==> src/rtl/alu_share_ctrl_if.sv <==
`default_nettype none
// +--------------------------------------------------------------------------+
// | alu_share_ctrl_if : requester, ALU and response bundle for alu_share_ctrl |
// | Revision: 1.0                                                             |
// +--------------------------------------------------------------------------+
interface alu_share_ctrl_if #(
  parameter int N   = 4,
  parameter int IDW = $clog2(N)
);
  logic [N-1:0]     req_valid;
  logic [N-1:0]     req_ready;
  logic [32*N-1:0]  req_a;
  logic [32*N-1:0]  req_b;
  logic [3*N-1:0]   req_sel;
  logic [31:0]      alu_a;
  logic [31:0]      alu_b;
  logic [31:0]      alu_c;
  logic [31:0]      alu_d;
  logic [2:0]       alu_sel;
  logic [32:0]      alu_out;
  logic             rsp_valid;
  logic             rsp_ready;
  logic [IDW-1:0]   rsp_id;
  logic [32:0]      rsp_data;
  logic             rsp_err;
  logic [15:0]      op_count;
  logic [7:0]       err_count;

  modport slave (
    input  req_valid, req_a, req_b, req_sel, alu_out, rsp_ready,
    output req_ready, alu_a, alu_b, alu_c, alu_d, alu_sel,
           rsp_valid, rsp_id, rsp_data, rsp_err, op_count, err_count
  );

  modport master (
    output req_valid, req_a, req_b, req_sel, alu_out, rsp_ready,
    input  req_ready, alu_a, alu_b, alu_c, alu_d, alu_sel,
           rsp_valid, rsp_id, rsp_data, rsp_err, op_count, err_count
  );
endinterface
`default_nettype wire

==> src/rtl/alu_share_ctrl.sv <==
`default_nettype none
// +--------------------------------------------------------------------------+
// | alu_share_ctrl : round-robin sharing of one registered ALU among N users  |
// | Revision: 1.0                                                             |
// +--------------------------------------------------------------------------+
module alu_share_ctrl #(
  parameter int N   = 4,
  parameter int IDW = $clog2(N)
) (
  input  logic            clk,
  input  logic            rst,
  alu_share_ctrl_if.slave bus
);
  typedef enum logic [1:0] {
    S_IDLE  = 2'd0,
    S_ISSUE = 2'd1,
    S_WAIT  = 2'd2,
    S_RESP  = 2'd3
  } state_t;

  state_t         r_state;
  state_t         w_next;
  logic [IDW-1:0] r_ptr;
  logic [IDW-1:0] w_gidx;
  logic           w_found;
  logic [N-1:0]   w_grant;
  logic [31:0]    w_a;
  logic [31:0]    w_b;
  logic [2:0]     w_sel;
  logic           w_legal;
  logic           w_hs;

  logic [31:0]    r_alu_a;
  logic [31:0]    r_alu_b;
  logic [2:0]     r_alu_sel;
  logic           r_rsp_valid;
  logic [IDW-1:0] r_rsp_id;
  logic [32:0]    r_rsp_data;
  logic           r_rsp_err;
  logic [15:0]    r_op_count;
  logic [7:0]     r_err_count;

  // First asserted valid strictly after the last winner, wrapping around.
  always_comb begin
    w_found = 1'b0;
    w_gidx  = '0;
    for (int j = 1; j <= N; j++) begin
      if (!w_found && bus.req_valid[IDW'((int'(r_ptr) + j) % N)]) begin
        w_found = 1'b1;
        w_gidx  = IDW'((int'(r_ptr) + j) % N);
      end
    end
    w_grant = w_found ? ({{(N-1){1'b0}}, 1'b1} << w_gidx) : '0;
  end

  assign w_a     = bus.req_a[w_gidx*32 +: 32];
  assign w_b     = bus.req_b[w_gidx*32 +: 32];
  assign w_sel   = bus.req_sel[w_gidx*3 +: 3];
  assign w_legal = (w_sel != 3'd7);
  assign w_hs    = (r_state == S_IDLE) && w_found;

  always_ff @(posedge clk or negedge rst) begin
    if (!rst) r_state <= S_IDLE;
    else      r_state <= w_next;
  end

  always_comb begin
    w_next = r_state;
    case (r_state)
      S_IDLE:  if (w_found) w_next = w_legal ? S_ISSUE : S_RESP;
      S_ISSUE: w_next = S_WAIT;
      S_WAIT:  w_next = S_RESP;
      S_RESP:  if (r_rsp_valid && bus.rsp_ready) w_next = S_IDLE;
      default: w_next = S_IDLE;
    endcase
  end

  always_ff @(posedge clk or negedge rst) begin
    if (!rst) begin
      r_ptr       <= IDW'(N - 1);
      r_alu_a     <= '0;
      r_alu_b     <= '0;
      r_alu_sel   <= '0;
      r_rsp_valid <= 1'b0;
      r_rsp_id    <= '0;
      r_rsp_data  <= '0;
      r_rsp_err   <= 1'b0;
      r_op_count  <= '0;
      r_err_count <= '0;
    end else begin
      if (w_hs) begin
        r_ptr    <= w_gidx;
        r_rsp_id <= w_gidx;
        if (w_legal) begin
          r_alu_a   <= w_a;
          r_alu_b   <= w_b;
          r_alu_sel <= w_sel;
        end else begin
          r_rsp_data <= '0;
          r_rsp_err  <= 1'b1;
          if (r_err_count != 8'hFF) r_err_count <= r_err_count + 8'd1;
        end
      end
      if (r_state == S_WAIT) begin
        r_rsp_data  <= bus.alu_out;
        r_rsp_err   <= 1'b0;
        r_rsp_valid <= 1'b1;
        if (r_op_count != 16'hFFFF) r_op_count <= r_op_count + 16'd1;
      end
      // A rejected request enters RESP with valid still low; raise it one cycle later.
      if (r_state == S_RESP) begin
        if (!r_rsp_valid)        r_rsp_valid <= 1'b1;
        else if (bus.rsp_ready)  r_rsp_valid <= 1'b0;
      end
    end
  end

  assign bus.req_ready = (rst && r_state == S_IDLE) ? w_grant : '0;
  assign bus.alu_a     = r_alu_a;
  assign bus.alu_b     = r_alu_b;
  assign bus.alu_c     = '0;
  assign bus.alu_d     = '0;
  assign bus.alu_sel   = r_alu_sel;
  assign bus.rsp_valid = r_rsp_valid;
  assign bus.rsp_id    = r_rsp_id;
  assign bus.rsp_data  = r_rsp_data;
  assign bus.rsp_err   = r_rsp_err;
  assign bus.op_count  = r_op_count;
  assign bus.err_count = r_err_count;
endmodule
`default_nettype wire

==> src/flat_wrapper.sv <==
// flat-port wrapper written by rule: the top's interface ports become plain ports
module alu_share_ctrl_flat 
#(
  parameter int N   = 4,
  parameter int IDW = $clog2(N)
)
  (clk, rst, bus_req_valid, bus_req_a, bus_req_b, bus_req_sel, bus_alu_out, bus_rsp_ready, bus_req_ready, bus_alu_a, bus_alu_b, bus_alu_c, bus_alu_d, bus_alu_sel, bus_rsp_valid, bus_rsp_id, bus_rsp_data, bus_rsp_err, bus_op_count, bus_err_count);
  alu_share_ctrl_if #(.N(N), .IDW(IDW)) bus_i ();
  input  logic clk;
  input  logic rst;
  input wire logic [$bits(bus_i.req_valid)-1:0] bus_req_valid;
  input wire logic [$bits(bus_i.req_a)-1:0] bus_req_a;
  input wire logic [$bits(bus_i.req_b)-1:0] bus_req_b;
  input wire logic [$bits(bus_i.req_sel)-1:0] bus_req_sel;
  input wire logic [$bits(bus_i.alu_out)-1:0] bus_alu_out;
  input wire logic [$bits(bus_i.rsp_ready)-1:0] bus_rsp_ready;
  output wire logic [$bits(bus_i.req_ready)-1:0] bus_req_ready;
  output wire logic [$bits(bus_i.alu_a)-1:0] bus_alu_a;
  output wire logic [$bits(bus_i.alu_b)-1:0] bus_alu_b;
  output wire logic [$bits(bus_i.alu_c)-1:0] bus_alu_c;
  output wire logic [$bits(bus_i.alu_d)-1:0] bus_alu_d;
  output wire logic [$bits(bus_i.alu_sel)-1:0] bus_alu_sel;
  output wire logic [$bits(bus_i.rsp_valid)-1:0] bus_rsp_valid;
  output wire logic [$bits(bus_i.rsp_id)-1:0] bus_rsp_id;
  output wire logic [$bits(bus_i.rsp_data)-1:0] bus_rsp_data;
  output wire logic [$bits(bus_i.rsp_err)-1:0] bus_rsp_err;
  output wire logic [$bits(bus_i.op_count)-1:0] bus_op_count;
  output wire logic [$bits(bus_i.err_count)-1:0] bus_err_count;
  assign bus_i.req_valid = bus_req_valid;
  assign bus_i.req_a = bus_req_a;
  assign bus_i.req_b = bus_req_b;
  assign bus_i.req_sel = bus_req_sel;
  assign bus_i.alu_out = bus_alu_out;
  assign bus_i.rsp_ready = bus_rsp_ready;
  assign bus_req_ready = bus_i.req_ready;
  assign bus_alu_a = bus_i.alu_a;
  assign bus_alu_b = bus_i.alu_b;
  assign bus_alu_c = bus_i.alu_c;
  assign bus_alu_d = bus_i.alu_d;
  assign bus_alu_sel = bus_i.alu_sel;
  assign bus_rsp_valid = bus_i.rsp_valid;
  assign bus_rsp_id = bus_i.rsp_id;
  assign bus_rsp_data = bus_i.rsp_data;
  assign bus_rsp_err = bus_i.rsp_err;
  assign bus_op_count = bus_i.op_count;
  assign bus_err_count = bus_i.err_count;
  alu_share_ctrl #(.N(N), .IDW(IDW)) u_core (.clk(clk), .rst(rst), .bus(bus_i));
endmodule
==> config.mk <==
export PLATFORM = sky130hd
export DESIGN_NAME = alu_share_ctrl_flat
export DESIGN_NICKNAME = d
export VERILOG_FILES = /design/src/rtl/alu_share_ctrl_if.sv /design/src/rtl/alu_share_ctrl.sv /design/src/flat_wrapper.sv
export SDC_FILE = /design/constraint.sdc
export NUM_CORES = 1
export LEC_CHECK = 0
export CORE_AREA = 2 2 196 198
export DETAILED_ROUTE_END_ITERATION = 12
export DIE_AREA = 0 0 198 200
export GPL_ROUTABILITY_DRIVEN = 0
export SETUP_SLACK_MARGIN = 0.3
export SLEW_MARGIN = 5
export SYNTH_ARGS = -nofsm -noshare
export SYNTH_HDL_FRONTEND = slang
export SYNTH_SLANG_ARGS = --single-unit
export TNS_END_PERCENT = 5
==> constraint.sdc <==
create_clock -name clk -period 7.2 [get_ports clk]
set_input_delay 1.44 -clock clk [delete_from_list [all_inputs] [get_ports clk]]
set_output_delay 1.44 -clock clk [all_outputs]
set_load 0.01 [all_outputs]
# == Word level (Yosys, flattened, before mapping) ==
# Index checks and enable logic that the tools add are counted.
# op_classes
addsub,6
mul,1
magnitude_cmp,4
n_eq_ne,9
shifts,4
mux,36
n_bitwise,1
n_reduce_logical,16
# op_table
cell,count
$shiftx A128 B8 Y32,2
$mux W33,3
$mux W1,19
$add A16 B1 Y16 const B,1
$lt A2 B4 Y1 const B,4
$ne A16 B16 Y1 const B,1
$mux W2,7
$shiftx A12 B5 Y3,1
$add A8 B1 Y8 const B,1
$bmux W1 S2,4
$mux W4,2
$ne A8 B8 Y1 const B,1
$pmux W2 S4,1
$reduce_and A2 Y1,4
$logic_and A1 B1 Y1,6
$add A2 B1 Y2 const B,2
$add A2 B2 Y2 const B,2
$eq A2 B2 Y1 const B,2
$mul A2 B2 Y4 const B,1
$ne A2 B1 Y1 const B,2
$shl A1 B2 Y4 const A,1
$logic_not A1 Y1,3
$ne A3 B3 Y1 const B,1
$reduce_and A3 Y1,1
5 further kinds,5
# word_totals
regBits,132
input_bits,308
output_inout_bits,196
word_cells,88

# == Depth between registers and ports, before layout ==
# Gate-level depths: netlist of the first run.
# logic_depth
ltp_word,20
depth_mapped,12
depth_no_buf,8

# == Worst setup path after synthesis of the first run ==
# OpenSTA, ideal clock, no wires.
# synth_path
path_kind,input-to-output
from,input bus_req_valid[3]
to,output bus_req_ready[0]
arrival_time_ns,2.685
t_required_ns,5.760
slack_ns,3.075
stages,6
path_buffers,2
path_cell_list,buf_2 -> nor2_1 -> a21boi_0 -> clkbuf_1 -> nand2_1 -> a21oi_1
# synth_between
elab_chain_len,16
word_cells_on_any_way,29
cone_classes,1 x shift; 22 x mux; 6 x reduce/logical
# synth_lines
element,line_no,source
start: declaration,flat_wrapper.sv:11,input wire logic [$bits(bus_i.req_valid)-1:0] bus_req_valid;
$bmux W1 S2,alu_share_ctrl.sv:48,if (!w_found && bus.req_valid[IDW'((int'(r_ptr) + j) % N)]) begin
$mux W1 (not written as such) (2 in a row),alu_share_ctrl.sv:48,
$mux W1,alu_share_ctrl.sv:48,
$logic_not A1 Y1,alu_share_ctrl.sv:48,
$logic_and A1 B1 Y1,alu_share_ctrl.sv:48,
$mux W1,alu_share_ctrl.sv:48,
$logic_not A1 Y1,alu_share_ctrl.sv:48,
$logic_and A1 B1 Y1,alu_share_ctrl.sv:48,
$mux W1,alu_share_ctrl.sv:48,
$logic_not A1 Y1,alu_share_ctrl.sv:48,
$logic_and A1 B1 Y1,alu_share_ctrl.sv:48,
$mux W2,alu_share_ctrl.sv:48,
$shl A1 B2 Y4,alu_share_ctrl.sv:53,"w_grant = w_found ? ({{(N-1){1'b0}}, 1'b1} << w_gidx) : '0;"
$mux W4 (*),alu_share_ctrl.sv:53,
$mux W4 (*),alu_share_ctrl.sv:118,assign bus.req_ready = (rst && r_state == S_IDLE) ? w_grant : '0;
end: declaration,flat_wrapper.sv:17,output wire logic [$bits(bus_i.req_ready)-1:0] bus_req_ready;
# Every way passes the cells marked *; elsewhere a longest branch is shown, timed or not. The select of a mux whose other input is x is not followed.

# == Final worst setup path of the first run ==
# layout_path
from,input bus_req_valid[1]
to,"register u_core.r_err_count[7], in the netlist u_core.bus.err_count[7]"
# layout_between
elab_chain_len,18
word_cells_on_any_way,32
cone_classes,1 x mul; 1 x eq/ne; 1 x shift; 20 x mux; 1 x bitwise; 8 x reduce/logical
# layout_lines
element,line_no,source
$bmux W1 S2,alu_share_ctrl.sv:48,
$mux W1 (not written as such) (2 in a row),alu_share_ctrl.sv:48,
$mux W1,alu_share_ctrl.sv:48,
$logic_not A1 Y1,alu_share_ctrl.sv:48,
$logic_and A1 B1 Y1,alu_share_ctrl.sv:48,
$mux W1,alu_share_ctrl.sv:48,
$logic_not A1 Y1,alu_share_ctrl.sv:48,
$logic_and A1 B1 Y1,alu_share_ctrl.sv:48,
$mux W1,alu_share_ctrl.sv:48,
$logic_not A1 Y1,alu_share_ctrl.sv:48,
$logic_and A1 B1 Y1,alu_share_ctrl.sv:48,
$mux W2,alu_share_ctrl.sv:48,
$mul A2 B2 Y4,alu_share_ctrl.sv:58,assign w_sel = bus.req_sel[w_gidx*3 +: 3];
$shiftx A12 B5 Y3,alu_share_ctrl.sv:58,
$ne A3 B3 Y1,alu_share_ctrl.sv:59,assign w_legal = (w_sel != 3'd7);
$not A1 Y1 (no line),-,
$reduce_and A3 Y1 (no line) (*),-,
end signal: assignment,alu_share_ctrl.sv:101,if (r_err_count != 8'hFF) r_err_count <= r_err_count + 8'd1;
end: declaration,alu_share_ctrl.sv:41,logic [7:0] r_err_count;
# Marks and branches as above.
# A chain may end at the register's enable or synchronous reset.

==> reports/summary.txt, run 1 <==
post-synthesis sequential element count -> 132
post-synth top area share -> 40.4%
Util after Layout -> 35.4%
RSZ-0062 raised after global routing -> false
pin count of the biggest net entering global routing -> 86
final instance area -> 13200 sq um
# hold bufs at CTS -> 0
Initial Util -> 21.5%
fin crit period -> 5210 ps
crit-path cells -> clkdlybuf4s50_1 -> nor2_2 -> o2bb2ai_1 -> a311oi_4 -> mux2i_1 -> o32ai_1 -> nand3_1 -> buf_4 -> nor2_1 -> mux2_2
Pint -> 2.85 mW
DRC violations left -> 0
Final WS setup -> 1990 ps
row cnt -> 71
most frequent cell after synthesis -> nand2_1
layout cells sized above 1 -> 4.76%
final wirelength -> 32100 um
Reg clk slew, reported paths -> 70 ps
Mapped Avg Cell Area -> 8.87 sq um
clock sink total -> 132
CTS tree -> done
Final Net Count -> 1624
Vias/cell -> 4.35
Reg area -> 3310 sq um
Max VDD drop -> 0.000206 V
Slew Limit Fails -> 0
hold-critical path depth -> 1
Synth Area in Adders -> 0.933%
library cell with the largest summed area after synthesis -> dfrtp_1
P_sw -> 1.89 mW
Synth Cell Area -> 8050 sq um
Filler cells -> 3846
Required @ worst endpoint -> 7530 ps
Compound-Gate Fraction of Synth Area -> 16.1%
setup bufs post-CTS -> 0
pre-CTS WS -> 1530 ps
post-synthesis simple-gate area fraction -> 18.4%
H-Tree Depth -> 4
Avg WL per Cell -> 17.5 um
Worst path depth -> 10
vias in the first global route -> 7790
largest family of logic cells by synthesized area -> simple AND/OR/NAND/NOR gates
DRT Pass-1 Iters -> 6
main flop type after synthesis -> dfrtp_1
grt total ovfl -> 0
initial DRC count -> 250
largest cells by area after synthesis -> dfrtp_1 (40%), nand2_1 (10%), mux2_1 (8.4%), buf_4 (6.1%), a211oi_1 (6.0%)
final setup vio count -> 0
sequential-to-total area share from yosys stat -> 41.1%
Inserted Clock Buffers -> 17
CP delay by family, top -> compound AO/OA/AOI/OAI gates
CP bufs+invs -> 2
Max-cap violations -> 0
switching share of power -> 39.9%
TNS Setup -> 0 ps
vias post-DR -> 7991
GRT Total Usage -> 15.6%
synth warn -> 0
Async S/R FF share, synth -> 100%
power per cell area -> 358 nW/um^2
CP Data Arrival Time -> 5540 ps
Post-Synth XOR/XNOR Area -> 2.07%
antenna violation net count after detailed routing -> 0
Crit. End Element -> register
post-cts sizing count -> 0
width of the die -> 198 um
multi-input logic area -> 4200 sq um
placed cell area -> 12700 sq um
DP Cell Count -> 1802
Final Hold Vio Count -> 0
worst slew pin tran -> 967 ps
Comb power frac -> 53.9%
Layout Cells excl Fill -> 1836
Core Region -> 37400 sq um
Clock Path Buffers -> 2
Die Y-Extent -> 200 um
startpoint types -> input port
Skew-Pair Late Insertion Delay -> 450 ps
first-pass GRT wire length -> 46400 um
Total Die Area -> 39600 sq um
Fmax -> 192 MHz
Slowest cell on crit path -> a311oi_4
Port Buffers -> 439
HPWL after DPL -> 24400 um
Fin Clk Skew -> 14.7 ps
mux cell area share after synthesis -> 11.2%
Crit Path Class -> in2reg
synthesized instance count -> 908
Worst Path Max Fanout -> 20
Lkg Pwr -> 5.36 nW
EDFF count, synth -> 0
antenna violations before repair -> 2
hold crit path type -> reg2reg
Overall Power -> 4.73 mW
CTS root buffer -> clkbuf_16
clock network power share -> 18.5%
Critical Path Max Stage Delay -> 750 ps
Syn-to-layout area delta -> 64.5%
FF-to-FF path depth -> 8
Period Utilization, post-route -> 72.3%
max_slew headroom -> 35.5%
I/O pins -> 504
hold_ws -> 487 ps
Yosys cell types -> 48
status -> finished clean
Post-synth top cells -> nand2_1 (214), dfrtp_1 (130), a31oi_1 (65), buf_4 (65), a211oi_1 (64)
sequential share of power -> 27.7%
==> cell usage in the layout (no fill, tap or decap), types with 3 or more instances in the layout <==
master,Yosys,routed
a211oi_1,64,64
a21oi_1,11,11
a31oi_1,65,65
and2_0,4,4
and2_1,60,60
and3_1,5,5
buf_4,65,10
clkbuf_16,0,17
clkdlybuf4s50_1,0,438
clkinv_4,0,3
conb_1,1,64
dfrtp_1,130,130
ha_1,6,5
inv_1,11,11
inv_6,0,6
mux2_1,60,60
mux2_2,11,11
mux2i_1,10,10
nand2_1,214,214
nand3_1,7,7
nand4_1,7,7
nor2_1,16,16
nor3_1,6,6
o21ai_0,42,41
xnor2_1,9,9
xor2_1,10,10
==> cells by family (layout without fill, tap and decap cells) <==
family                     after synthesis  after routing
AOI/OAI and AO/OA                      199            199
buffers and inverters                  140            492
and+or+nand+nor                        330            330
adders and majority gates                6              6
other                                    1             66
xor gates and xnor gates                19             19
muxes                                   81             81
DFF                                    132            132
==> final timing paths <==
check                                                  from                             endpoint  slack, ps
max                                        bus_req_valid[1]  u_core.bus.err_count[7]$_DFFE_PN0P_       1990
min                        u_core.bus.alu_a[12]$_DFFE_PN0P_     u_core.bus.alu_a[12]$_DFFE_PN0P_        490
max reg2reg                     u_core.r_ptr[1]$_DFFE_PN1P_  u_core.bus.err_count[7]$_DFFE_PN0P_       3130
min reg2reg                u_core.bus.alu_a[12]$_DFFE_PN0P_     u_core.bus.alu_a[12]$_DFFE_PN0P_        490
max in group asynchronous                               rst     u_core.bus.alu_b[30]$_DFFE_PN0P_       4770
min in group asynchronous                               rst  u_core.bus.op_count[12]$_DFFE_PN0P_        990
==> power by group through the flow <==
stage / Combinational, mW / Clock, mW / Sequential [mW]
2_1_floorplan: 1.28 / 0 / 1.43
3_3_place_gp: 2.56 / 0 / 1.31
3_5_place_dp: 2.59 / 0 / 1.32
4_1_cts: 2.60 / 0.906 / 1.31
5_1_grt: 2.79 / 0.933 / 1.35
6_report: 2.55 / 0.875 / 1.31
==> metal layers <==
metal / GRT usage (%) / vias to the layer above / wire length, um
met2: 28.2 / 336 / 16200
met4: 4.98 / 0 / 419
met5: 0 / - / 0
met3: 5.88 / 20 / 2930
met1: 16.9 / 3810 / 12600
li1: - / 3825 / -
==> registers in the layout, summed over array words and instances, names as in the netlist <==
register / count
u_core.bus.rsp_valid: 1
u_core.bus.op_count: 16
u_core.bus.alu_b: 32
u_core.bus.err_count: 8
u_core.bus.alu_sel: 3
u_core.bus.rsp_data: 33
u_core.r_state: 2
u_core.r_ptr: 2
u_core.bus.rsp_err: 1
u_core.bus.alu_a: 32
u_core.bus.rsp_id: 2
==> layout make-up <==
type / count / share of cell area (%)
sequential: 132 / 25.0
antenna: 2 / 0.0378
tap: 511 / 4.83
timing repair buffer: 449 / 33.8
clock buffer: 18 / 3.32
clock inverter: 14 / 1.06
multi-input combinational: 699 / 31.7
inverter: 11 / 0.312
No activity file was read; power rests on OpenSTA's default activity.
==> run 2: changes to the inputs <==
--- a/config.mk
+++ b/config.mk
@@ -5,9 +5,9 @@
 export SDC_FILE = /design/constraint.sdc
 export NUM_CORES = 1
 export LEC_CHECK = 0
-export CORE_AREA = 2 2 196 198
+export CORE_AREA = 2 2 198 200
 export DETAILED_ROUTE_END_ITERATION = 12
-export DIE_AREA = 0 0 198 200
+export DIE_AREA = 0 0 200 202
 export GPL_ROUTABILITY_DRIVEN = 0
 export SETUP_SLACK_MARGIN = 0.3
 export SLEW_MARGIN = 5
==> constraint.sdc (replaced) <==
create_clock -name clk -period 4.75 [get_ports clk]
set_input_delay 0.95 -clock clk [delete_from_list [all_inputs] [get_ports clk]]
set_output_delay 0.95 -clock clk [all_outputs]
set_load 0.01 [all_outputs]
==> reports/summary.txt, run 2 (synthesis results as in run 1) <==
H-Tree Depth -> 4
pin count of the biggest net entering global routing -> 125
Skew-Pair Late Insertion Delay -> 430 ps
Required @ worst endpoint -> 5070 ps
GR peak layer -> met2
HPWL after DPL -> 24600 um
most frequent cells in the layout -> clkdlybuf4s50_1 (438), nand2_1 (214), dfrtp_1 (130)
Total Die Area -> 40400 sq um
met3 global-route usage -> 5.94%
startpoint types -> input port
CP dominant cell by count -> mux2i_1
Port Buffers -> 439
vias post-DR -> 7939
RSZ-0062 raised after global routing -> false
layout cells sized above 1 -> 4.67%
crit path to -> u_core.bus.alu_a[30]$_DFFE_PN0P_
Vias/cell -> 4.30
worst slew pin tran -> 1050 ps
max_slew headroom -> 29.8%
I/O pins -> 504
Max-cap violations -> 0
Reg clk slew, reported paths -> 60 ps
row cnt -> 72
Overall Power -> 7.13 mW
Worst path depth -> 10
Max VDD drop -> 0.000323 V
Crit. End Element -> register
multi-input logic area -> 4200 sq um
clock sink total -> 132
Syn-to-layout area delta -> 65.0%
GRT met1 Usage -> 16.2%
Final Net Count -> 1628
width of the die -> 200 um
Avg WL per Cell -> 17.4 um
status -> finished clean
Die Y-Extent -> 202 um
CTS root buffer -> clkbuf_16
final setup vio count -> 0
Filler cells -> 3960
Period Utilization, post-route -> 84.3%
Inserted Clock Buffers -> 17
CP Data Arrival Time -> 4320 ps
Critical Path Max Stage Delay -> 690 ps
first-pass GRT wire length -> 47400 um
met2 usage -> 28.1%
Core Region -> 38300 sq um
Fin Clk Skew -> 6.40 ps
CTS tree -> done
Critical path origin -> bus_req_valid[1]
Slew Limit Fails -> 0
TNS Setup -> 0 ps
DRT Pass-1 Iters -> 6
final wirelength -> 32100 um
antenna violations before repair -> 4
DRC violations left -> 0
R2R Setup Slk -> 1450 ps
# hold bufs at CTS -> 0
Final Hold Vio Count -> 0
Worst Path Max Fanout -> 62
Lkg Pwr -> 5.37 nW
FF-to-FF path depth -> 8
Crit Path Class -> in2reg
GRT Total Usage -> 15.5%
Initial Util -> 21.0%
post-cts sizing count -> 0
setup bufs post-CTS -> 0
Clock Path Buffers -> 2
worst r2r dst -> u_core.bus.alu_a[30]$_DFFE_PN0P_
hold crit path type -> in2async
max reg flops -> 33
crit-path cells -> clkdlybuf4s50_1 -> nor2_2 -> o2bb2ai_1 -> a311oi_4 -> mux2i_1 -> mux2i_1 -> nand2_1 -> o21ai_4 -> buf_12 -> mux2_2
Slowest cell on crit path -> a311oi_4
fin crit period -> 4000 ps
Fmax -> 250 MHz
vias in the first global route -> 8295
CP delay by family, top -> compound AO/OA/AOI/OAI gates
commonest non-fill, non-tap cell in the layout -> clkdlybuf4s50_1
initial DRC count -> 209
RR Startpoint -> u_core.r_ptr[1]$_DFFE_PN1P_
grt total ovfl -> 0
Reg area -> 3310 sq um
CP bufs+invs -> 2
antenna violation net count after detailed routing -> 0
power per cell area -> 537 nW/um^2
-- run 2: worst min path at each step --
stage	start	endpoint	slack (ps)
after CTS	rst	u_core.bus.op_count[9]$_DFFE_PN0P_	370
after global routing	rst	u_core.bus.op_count[9]$_DFFE_PN0P_	400
final	rst	u_core.bus.op_count[15]$_DFFE_PN0P_	390
after global placement	u_core.bus.alu_b[29]$_DFFE_PN0P_	u_core.bus.alu_b[29]$_DFFE_PN0P_	470
after floorplan	u_core.bus.rsp_id[1]$_DFFE_PN0P_	u_core.bus.rsp_id[1]$_DFFE_PN0P_	510
after detailed placement	u_core.bus.alu_a[14]$_DFFE_PN0P_	u_core.bus.alu_a[14]$_DFFE_PN0P_	480
-- run 2: final cells by class --
| cell class | count | share of cell area [%] |
|---|---|---|
| antenna | 3 | 0.0565 |
| clock buffer | 25 | 3.65 |
| clock inverter | 7 | 0.377 |
| inverter | 11 | 0.311 |
| multi-input combinational | 699 | 31.6 |
| sequential | 132 | 24.9 |
| tap | 518 | 4.88 |
| timing repair buffer | 453 | 34.2 |
-- run 2: report_power, final --
| part | internal, mW | switching [mW] | total (mW) |
|---|---|---|---|
| Sequential | 1.65 | 0.330 | 1.98 |
| Clock | 0.708 | 0.524 | 1.23 |
| Combinational | 1.97 | 1.95 | 3.91 |
| Total | 4.33 | 2.80 | 7.13 |
-- run 2: stage by stage --
step	util, %	hold WS, ps	worst slack [ps]	area (sq um)	std cells
after detailed placement	33.3	481	307	12700	1813
after global placement	33.3	473	412	12700	1813
after global routing	34.7	398	473	13300	1848
after floorplan	-	509	1550	8290	971
final	34.7	390	746	13300	1848
after CTS	34.7	374	779	13300	1845
-- run 2: layer usage --
metal	vias to the layer above	part of all wire (%)
li1	3829	-
met1	3764	38
met2	323	51
met3	23	9.5
met4	0	1.1
met5	-	0
==> run 3: changes to the inputs <==
==> constraint.sdc (replaced) <==
create_clock -name clk -period 3.48 [get_ports clk]
set_input_delay 0.696 -clock clk [delete_from_list [all_inputs] [get_ports clk]]
set_output_delay 0.696 -clock clk [all_outputs]
set_load 0.01 [all_outputs]
==> reports/summary.txt, run 3 (synthesis results as in run 1) <==
status -> finished clean
Die Y-Extent -> 202 um
hold crit path type -> in2async
Util after Layout -> 35.4%
Inserted Clock Buffers -> 17
startpoint types -> input port
vias in the first global route -> 8233
pin count of the biggest net entering global routing -> 125
Pint -> 6.08 mW
Fin Clk Skew -> 13.4 ps
switching share of power -> 39.2%
TNS Setup -> 0 ps
Initial Util -> 21.0%
H-Tree Depth -> 4
DRT Pass-1 Iters -> 4
Crit Path Class -> in2out
Avg WL per Cell -> 17.2 um
first-pass GRT wire length -> 47700 um
row cnt -> 72
Final Hold Vio Count -> 0
HPWL after DPL -> 25200 um
commonest non-fill, non-tap cell in the layout -> clkdlybuf4s50_1
Crit. End Element -> output pin
P_sw -> 3.93 mW
Final Net Count -> 1653
Lkg Pwr -> 5.57 nW
setup bufs post-CTS -> 0
final setup vio count -> 0
Fmax -> 323 MHz
clock sink total -> 132
most frequent cells in the layout -> clkdlybuf4s50_1 (434), nand2_1 (214), dfrtp_1 (130)
Total Die Area -> 40400 sq um
Max-cap violations -> 0
layout cells sized above 1 -> 6.95%
Layout Cells excl Fill -> 1873
grt total ovfl -> 0
Vias/cell -> 4.29
power per cell area -> 738 nW/um^2
DRC violations left -> 0
antenna violation net count after detailed routing -> 0
Worst Path Max Fanout -> 5
CTS tree -> done
Skew-Pair Late Insertion Delay -> 440 ps
Required @ worst endpoint -> 2780 ps
GRT Total Usage -> 15.6%
Core Region -> 38300 sq um
CP Data Arrival Time -> 2400 ps
final wirelength -> 32300 um
Period Utilization, post-route -> 89.1%
Port Buffers -> 439
Comb power frac -> 55.0%
max reg flops -> 33
CTS root buffer -> clkbuf_16
DP Cell Count -> 1838
sequential share of power -> 27.0%
Max VDD drop -> 0.000456 V
I/O pins -> 504
fin crit period -> 3100 ps
width of the die -> 200 um
Syn-to-layout area delta -> 68.5%
RSZ-0062 raised after global routing -> true
Clock Path Buffers -> 2
Slew Limit Fails -> 0
initial DRC count -> 286
antenna violations before repair -> 4
max_slew headroom -> 39.8%
vias post-DR -> 8031
clock network power share -> 18.0%
worst slew pin tran -> 903 ps
Reg clk slew, reported paths -> 60 ps
run 3: worst max-delay path, stage by stage:
cell             delay, ps
clkdlybuf4s50_1        550
nor2_4                  60
buf_4                  150
a21boi_2               200
nand2_1                100
nor2_1                 110
clkdlybuf4s50_1        550
run 3: cell type report:
class	count	area, sq um
fillers	3917	24700
repair buffers	478	4780
multi-input cells	699	4210
flip-flops and latches	132	3310
well taps	518	648
clock buffers	17	425
clock inverters	15	148
inverters	11	41.3
diodes	3	7.51
run 3: stage by stage:
| stage | worst slack, ps | hold WS (ps) | total power, mW | instance area, sq um |
|---|---|---|---|---|
| after global routing | 284 | 126 | 10.8 | 13600 |
| after floorplan | 536 | 400 | 5.60 | 8290 |
| final | 380 | 142 | 10.0 | 13600 |
| after CTS | 183 | 120 | 10.2 | 13600 |
| after global placement | -23.5 | 473 | 8.22 | 13000 |
| after detailed placement | -102 | 480 | 8.32 | 13000 |
run 3: repair_timing:
item / CTS / global route
hold buffers: 0 / 0
setup endpoints to repair: 3 / 72
gates resized for setup: 5 / 3
run 3: path summary, 6_finish.rpt:
path,start,end,slack [ps],cells past startpoint
min reg2reg,u_core.bus.alu_b[18]$_DFFE_PN0P_,u_core.bus.alu_b[18]$_DFFE_PN0P_,490,1
max,bus_req_valid[2],bus_req_ready[2],380,7
min in group clk,u_core.bus.alu_b[18]$_DFFE_PN0P_,u_core.bus.alu_b[18]$_DFFE_PN0P_,490,1
min,rst,u_core.bus.op_count[12]$_DFFE_PN0P_,140,1
max reg2reg,u_core.r_ptr[1]$_DFFE_PN1P_,u_core.bus.alu_a[30]$_DFFE_PN0P_,610,9
max in group asynchronous,rst,u_core.bus.alu_a[10]$_DFFE_PN0P_,2140,2
run 3: routing by layer:
layer | global-route usage [%] | wire length [um]
met5 | 0 | 0
met3 | 6.67 | 3370
met4 | 5.74 | 624
met1 | 16.1 | 12000
met2 | 28.0 | 16300
run 3: power groups by stage:
stage	Clock (mW)	Sequential, mW	Combinational [mW]
finish	1.80	2.70	5.51
CTS	1.87	2.71	5.62
detailed placement	0	2.72	5.60
global route	1.93	2.80	6.04
floorplan	0	2.95	2.64
global placement	0	2.71	5.52
